==> src/rtl/sram_stream_master.sv <==
// Burst initiator for a single-port SRAM (CEN/WEN/A/D/Q): write bursts sink a stream, read bursts source one.
// Define SRAM_STREAM_PERF_EN to add the stall_cnt output (cycles spent busy with the SRAM idle).
module sram_stream_master #(
  parameter int BW       = 32,
  parameter int AW       = 11,
  parameter int OBUF_DEP = 4
) (
  input  logic          CLK,
  input  logic          reset_n,
  input  logic          start,
  input  logic          mode,
  input  logic [AW-1:0] base,
  input  logic [AW:0]   len,
  output logic          busy,
  output logic          done,
  input  logic [BW-1:0] in_data,
  input  logic          in_valid,
  output logic          in_ready,
  output logic [BW-1:0] out_data,
  output logic          out_valid,
  input  logic          out_ready,
  output logic          CEN,
  output logic          WEN,
  output logic [AW-1:0] A,
  output logic [BW-1:0] D,
`ifdef SRAM_STREAM_PERF_EN
  output logic [15:0]   stall_cnt,
`endif
  input  logic [BW-1:0] Q
);

  localparam int PW = (OBUF_DEP > 1) ? $clog2(OBUF_DEP) : 1;
  localparam int CW = $clog2(OBUF_DEP + 1);

  localparam logic [2:0] ST_IDLE  = 3'd0;
  localparam logic [2:0] ST_WRITE = 3'd1;
  localparam logic [2:0] ST_READ  = 3'd2;
  localparam logic [2:0] ST_DRAIN = 3'd3;
  localparam logic [2:0] ST_DONE  = 3'd4;

  logic [2:0]    state_q, state_d;
  logic [AW:0]   len_q, len_d;
  logic [AW:0]   cnt_q, cnt_d;
  logic [AW-1:0] addr_q, addr_d;
  logic          cen_q, cen_d;
  logic          wen_q, wen_d;
  logic [AW-1:0] a_q, a_d;
  logic [BW-1:0] d_q, d_d;
  // Read pipeline: address on the SRAM pins this cycle, then Q valid the cycle after.
  logic          rd_lat_q;
  logic          rd_dat_q;

  logic [PW-1:0] wr_ptr_q, rd_ptr_q;
  logic [CW-1:0] occ_q;
  logic [BW-1:0] obuf_q [OBUF_DEP];

  logic          wr_hs;
  logic          rd_issue;
  logic          credit_ok;
  logic          obuf_push;
  logic          obuf_pop;
  logic [CW:0]   credit_used;

  function automatic logic [PW-1:0] ptr_inc(input logic [PW-1:0] p);
    return (p == PW'(OBUF_DEP - 1)) ? '0 : p + PW'(1);
  endfunction

  assign busy      = (state_q == ST_WRITE) || (state_q == ST_READ) || (state_q == ST_DRAIN);
  assign done      = (state_q == ST_DONE);
  assign in_ready  = (state_q == ST_WRITE) && (cnt_q < len_q);
  assign wr_hs     = in_ready && in_valid;
  assign out_valid = (occ_q != '0);
  assign out_data  = obuf_q[rd_ptr_q];
  assign obuf_push = rd_dat_q;
  assign obuf_pop  = out_valid && out_ready;

  // Every issued read reserves an OBUF slot until it is popped, whatever out_ready does.
  assign credit_used = {1'b0, occ_q} + (CW+1)'(rd_lat_q) + (CW+1)'(rd_dat_q);
  assign credit_ok   = credit_used < (CW+1)'(OBUF_DEP);
  assign rd_issue    = (state_q == ST_READ) && (cnt_q < len_q) && credit_ok;

  assign CEN = cen_q;
  assign WEN = wen_q;
  assign A   = a_q;
  assign D   = d_q;

  always_comb begin
    state_d = state_q;
    len_d   = len_q;
    cnt_d   = cnt_q;
    addr_d  = addr_q;
    cen_d   = 1'b1;
    wen_d   = 1'b1;
    a_d     = a_q;
    d_d     = d_q;
    case (state_q)
      ST_IDLE: begin
        if (start) begin
          len_d  = len;
          cnt_d  = '0;
          addr_d = base;
          if (len == '0)  state_d = ST_DONE;
          else if (mode)  state_d = ST_READ;
          else            state_d = ST_WRITE;
        end
      end
      ST_WRITE: begin
        if (wr_hs) begin
          cen_d  = 1'b0;
          wen_d  = 1'b0;
          a_d    = addr_q;
          d_d    = in_data;
          addr_d = addr_q + AW'(1);
          cnt_d  = cnt_q + (AW+1)'(1);
        end
        // Leave only once the final write cycle is on the pins, so DONE never overlaps it.
        if (cnt_q == len_q) state_d = ST_DONE;
      end
      ST_READ: begin
        if (rd_issue) begin
          cen_d  = 1'b0;
          a_d    = addr_q;
          addr_d = addr_q + AW'(1);
          cnt_d  = cnt_q + (AW+1)'(1);
          if ((cnt_q + (AW+1)'(1)) == len_q) state_d = ST_DRAIN;
        end
      end
      ST_DRAIN: begin
        if (!rd_lat_q && !rd_dat_q && !out_valid) state_d = ST_DONE;
      end
      ST_DONE: state_d = ST_IDLE;
      default: state_d = ST_IDLE;
    endcase
  end

  always_ff @(posedge CLK or negedge reset_n) begin
    if (!reset_n) begin
      state_q  <= ST_IDLE;
      len_q    <= '0;
      cnt_q    <= '0;
      addr_q   <= '0;
      cen_q    <= 1'b1;
      wen_q    <= 1'b1;
      a_q      <= '0;
      d_q      <= '0;
      rd_lat_q <= 1'b0;
      rd_dat_q <= 1'b0;
    end else begin
      state_q  <= state_d;
      len_q    <= len_d;
      cnt_q    <= cnt_d;
      addr_q   <= addr_d;
      cen_q    <= cen_d;
      wen_q    <= wen_d;
      a_q      <= a_d;
      d_q      <= d_d;
      rd_lat_q <= rd_issue;
      rd_dat_q <= rd_lat_q;
    end
  end

  always_ff @(posedge CLK or negedge reset_n) begin
    if (!reset_n) begin
      wr_ptr_q <= '0;
      rd_ptr_q <= '0;
      occ_q    <= '0;
      for (int i = 0; i < OBUF_DEP; i++) obuf_q[i] <= '0;
    end else begin
      if (obuf_push) begin
        obuf_q[wr_ptr_q] <= Q;
        wr_ptr_q         <= ptr_inc(wr_ptr_q);
      end
      if (obuf_pop) rd_ptr_q <= ptr_inc(rd_ptr_q);
      case ({obuf_push, obuf_pop})
        2'b10:   occ_q <= occ_q + CW'(1);
        2'b01:   occ_q <= occ_q - CW'(1);
        default: occ_q <= occ_q;
      endcase
    end
  end

`ifdef SRAM_STREAM_PERF_EN
  logic [15:0] stall_q, stall_d;

  always_comb begin
    stall_d = stall_q;
    if (state_q == ST_IDLE && start)
      stall_d = '0;
    else if (busy && cen_q && stall_q != 16'hFFFF)
      stall_d = stall_q + 16'd1;
  end

  always_ff @(posedge CLK or negedge reset_n) begin
    if (!reset_n) stall_q <= '0;
    else          stall_q <= stall_d;
  end

  assign stall_cnt = stall_q;
`endif

endmodule
==> config.mk <==
export PLATFORM = sky130hd
export DESIGN_NAME = sram_stream_master
export DESIGN_NICKNAME = d
export VERILOG_FILES = /design/src/rtl/sram_stream_master.sv
export SDC_FILE = /design/constraint.sdc
export NUM_CORES = 1
export LEC_CHECK = 0
export ABC_AREA = 1
export ABC_CLOCK_PERIOD_IN_PS = 3100
export CORE_MARGIN = 5
export CORE_UTILIZATION = 40
export CTS_BUF_LIST = sky130_fd_sc_hd__clkbuf_2 sky130_fd_sc_hd__clkbuf_4 sky130_fd_sc_hd__clkbuf_8
export DETAILED_ROUTE_END_ITERATION = 16
export MAX_ROUTING_LAYER = met4
export PLACE_DENSITY = 0.74
export SKIP_LAST_GASP = 1
export SLEW_MARGIN = 20
export SYNTH_ARGS = -nofsm -noshare
export SYNTH_HDL_FRONTEND = slang
export SYNTH_SLANG_ARGS = --single-unit
==> constraint.sdc <==
create_clock -name CLK -period 3.1 [get_ports CLK]
set_input_delay 0.465 -clock CLK [delete_from_list [all_inputs] [get_ports CLK]]
set_output_delay 0.465 -clock CLK [all_outputs]
set_load 0.005 [all_outputs]
==> impl_metrics.csv <==
group,metric,value,unit
clocking,clock_latency,0.54,ns
floorplan,die_h,171,µm
finish,drive_gt1_frac,0.111,
critical_path,r2r_end,"cnt_q[1]",
global_routing,use_met2,0.304,
synth,synth_fp_nets,1332,
synth,synth_top_area_share,0.527,
clocking,cts_tree,"done",
global_routing,met1_usage,0.242,
global_routing,grt_pass1_vias,8918,
outcome,status,"complete, no violations",
global_routing,gr-total-overflow,0,
placement,dp_hpwl,18.0,mm
placement,place_congestion,0.884,
finish,fin_nets,1501,
min_path,min_path_type,"reg -> reg",
critical_path,ff2ff_setup_slack,0.50,ns
synth,yosys-top-cells-area,"dfrtp_1 (53%), o21ai_0 (11%), nand2_1 (11%), nor2_1 (3.7%), inv_1 (3.5%)",
finish,areaGrowthSynthToFinish,28.8,%
critical_path,end_kind,"primary output",
route,drcViolationCount,0,
global_routing,antenna_found_initial,2,
finish,final_core_util,0.526,
floorplan,core_region_area,25300,µm²
clocking,cts.sinks,220,
sta,hold_violations,0,
finish,nFillCells,2334,
synth,synth_area_per_cell,8.51,µm²
synth,ys_ff_latch,220,
sta,fin_ws,0.132,ns
synth,synth_flop_cell,"dfrtp_1",
critical_path,crit_start,"len_q[9]",
global_routing,grt_max_degree,80,
synth,synth.distinct_cells,36,
sta,max_freq,0.337,GHz
synth,yosysWarnings,0,
synth,synthArstFlopShare,1.00,
route,num_vias,8902,
clocking,cts_buffer_depth,3,
power_and_ir_drop,cellLeakagePower,6.38,nW
sta,finalSetupViolCount,0,
floorplan,ioPinCount,174,
route,via_per_inst,5.09,
critical_path,worstPathMaxFanout,3,
sta,slew_headroom,0.467,
route,wl_per_cell,15.6,µm
synth,syn_area,10400,µm²
critical_path,required,2.63,ns
sta,whs,0.399,ns
floorplan,rows,58,
synth,synth_cells,1217,
sta,tns,0,ns
critical_path,r2r_start,"obuf_push",
clocking,htree_levels,2,
global_routing,grt_pass1_wl,44.6,mm
route,wl,27.3,mm
critical_path,path_class,"reg -> out",
clocking,root_buffer,"clkbuf_8",
global_routing,grtUsageTotal,0.192,
route,drtIter0Drc,722,
route,first_pass_iters,6,
synth,ys_seq_area_frac,0.532,
route,ant_nets,0,
placement,port_buffers,173,
sta,rsz0062_at_grt,"false",
critical_path,endpoint,"in_ready",
clocking,cts_setup_buffers,0,
sta,finClkSkew,0.0199,ns
power_and_ir_drop,p_per_area,623,nW/µm²
synth,yosysMostFrequentCell,"nand2_1",
floorplan,dieArea,29200,µm²
clocking,cts_buffers,40,
critical_path,cp-start-kind,"flop",
floorplan,chipWidth,171,µm
floorplan,start_util,0.409,
sta,fin_crit,2.97,ns
global_routing,use_met3,0.0552,
clocking,clkTransAtPathRegs,0.06,ns
synth,synth_commonest_cells,"nand2_1 (295), o21ai_0 (229), dfrtp_1 (218), nor2_1 (103), inv_1 (97)",
global_routing,top_usage_layer,"met2",
flow_run,max-cap-violations,0,
critical_path,cp_data_arrival_time,2.50,ns
synth,synth_edf_count,0,
synth,synth_top_area_cell,"dfrtp_1",
power_and_ir_drop,vdd_drop_max,0.360,mV
sta,maxSlewViolCount,0,
critical_path,reg2reg_depth,10,
sta,worstMarginPinSlew,0.798,ns
placement,pre_cts_ws,0.654,ns
sta,period_share,0.958,
cell usage in the layout (no fill, tap or decap), types with 3 or more instances in the layout:
cell	count
nand2_2	5
mux2_2	32
nor4_1	4
nor2_4	3
nand2_4	4
inv_1	96
nor2_1	102
inv_2	8
dfrtp_2	3
ha_1	21
o21ai_0	229
nand3_1	32
nor3_1	3
nor2_2	6
buf_12	3
clkdlybuf4s50_1	172
clkinv_2	5
nand2_1	291
nand4_1	7
buf_4	12
clkbuf_8	48
o22ai_1	32
dfrtp_1	215
clkbuf_4	18
o21ai_1	15
a21oi_1	23
xor2_1	8
power breakdown:
part,internal (W),leakage (nW),switching [W]
Clock,0.00177,0.469,0.00122
Sequential,0.00303,2.23,0.000168
Combinational,0.00100,3.68,0.00112
Total,0.00580,6.38,0.00250
kinds of logic (layout without fill, tap and decap cells):
group | count (synthesis) | in the layout | share of synthesized area
AO/OA/AOI/OAI | 302 | 302 | 0.150
XOR/XNOR | 10 | 10 | 0.00846
flip-flops | 220 | 220 | 0.532
AND/OR/NAND/NOR | 465 | 465 | 0.185
other | 0 | 2 | 0
buffers and inverters | 166 | 367 | 0.0622
adder cells (fa/ha/maj) | 22 | 22 | 0.0273
multiplexers | 32 | 32 | 0.0348
worst max-delay path, stage by stage (launching register included):
cell and delay, ns:
dfrtp_1 0.38, inv_1 0.10, ha_1 0.26, nand2_1 0.07, nand2_1 0.05, a21oi_1 0.22, and3_4 0.25, and2_1 0.12
clkdlybuf4s50_1 0.52
area by class of cell:
cell class / instances / area, µm² / area share
inverters: 104 / 390 / 0.0293
multi-input cells: 831 / 4230 / 0.317
flip-flops and latches: 220 / 5510 / 0.414
clock buffers: 65 / 782 / 0.0587
clock inverters: 9 / 100 / 0.00751
repair buffers: 189 / 1900 / 0.142
diodes: 2 / 5.00 / 0.000376
well taps: 330 / 413 / 0.0310
metal layers:
metal | wire (µm) | part of all wire
met1 | 11600 | 0.42
met2 | 12900 | 0.47
met3 | 2320 | 0.085
met4 | 532 | 0.019
met5 | 0 | 0
metrics by stage:
step,cell area [µm²],std cells,power [W]
after floorplan,10400,1217,0.00420
after detailed placement,12400,1673,0.00538
after global placement,12400,1673,0.00534
final,13300,1750,0.00831
after global routing,13300,1750,0.00878
after CTS,13300,1748,0.00840
how the worst min path moves through the flow:
| stage | startpoint | cells past startpoint | endpoint | slack (ns) |
|---|---|---|---|---|
| floorplan | reset_n | 0 | A[0] | 0.17 |
| global placement | rd_lat_q | 0 | obuf_push | 0.39 |
| detailed placement | rd_lat_q | 0 | obuf_push | 0.39 |
| CTS | rd_lat_q | 0 | obuf_push | 0.39 |
| global route | rd_lat_q | 0 | obuf_push | 0.41 |
| finish | rd_lat_q | 0 | obuf_push | 0.40 |
state kept, by name (all words and copies together), names as in the netlist:
name	flops
obuf_push	1
wr_ptr_q	2
rd_ptr_q	2
cnt_q	12
CEN	1
A	11
len_q	12
WEN	1
addr_q	11
D	32
state_q	3
obuf_q	128
rd_lat_q	1
occ_q	3
repair_timing:
item,4_1_cts,5_1_grt
endpoints found under the setup margin,0,1
hold buffers,1,0
endpoints found under the hold margin,30,0
gates resized for setup,0,4
No activity file was read; power rests on OpenSTA's default activity.
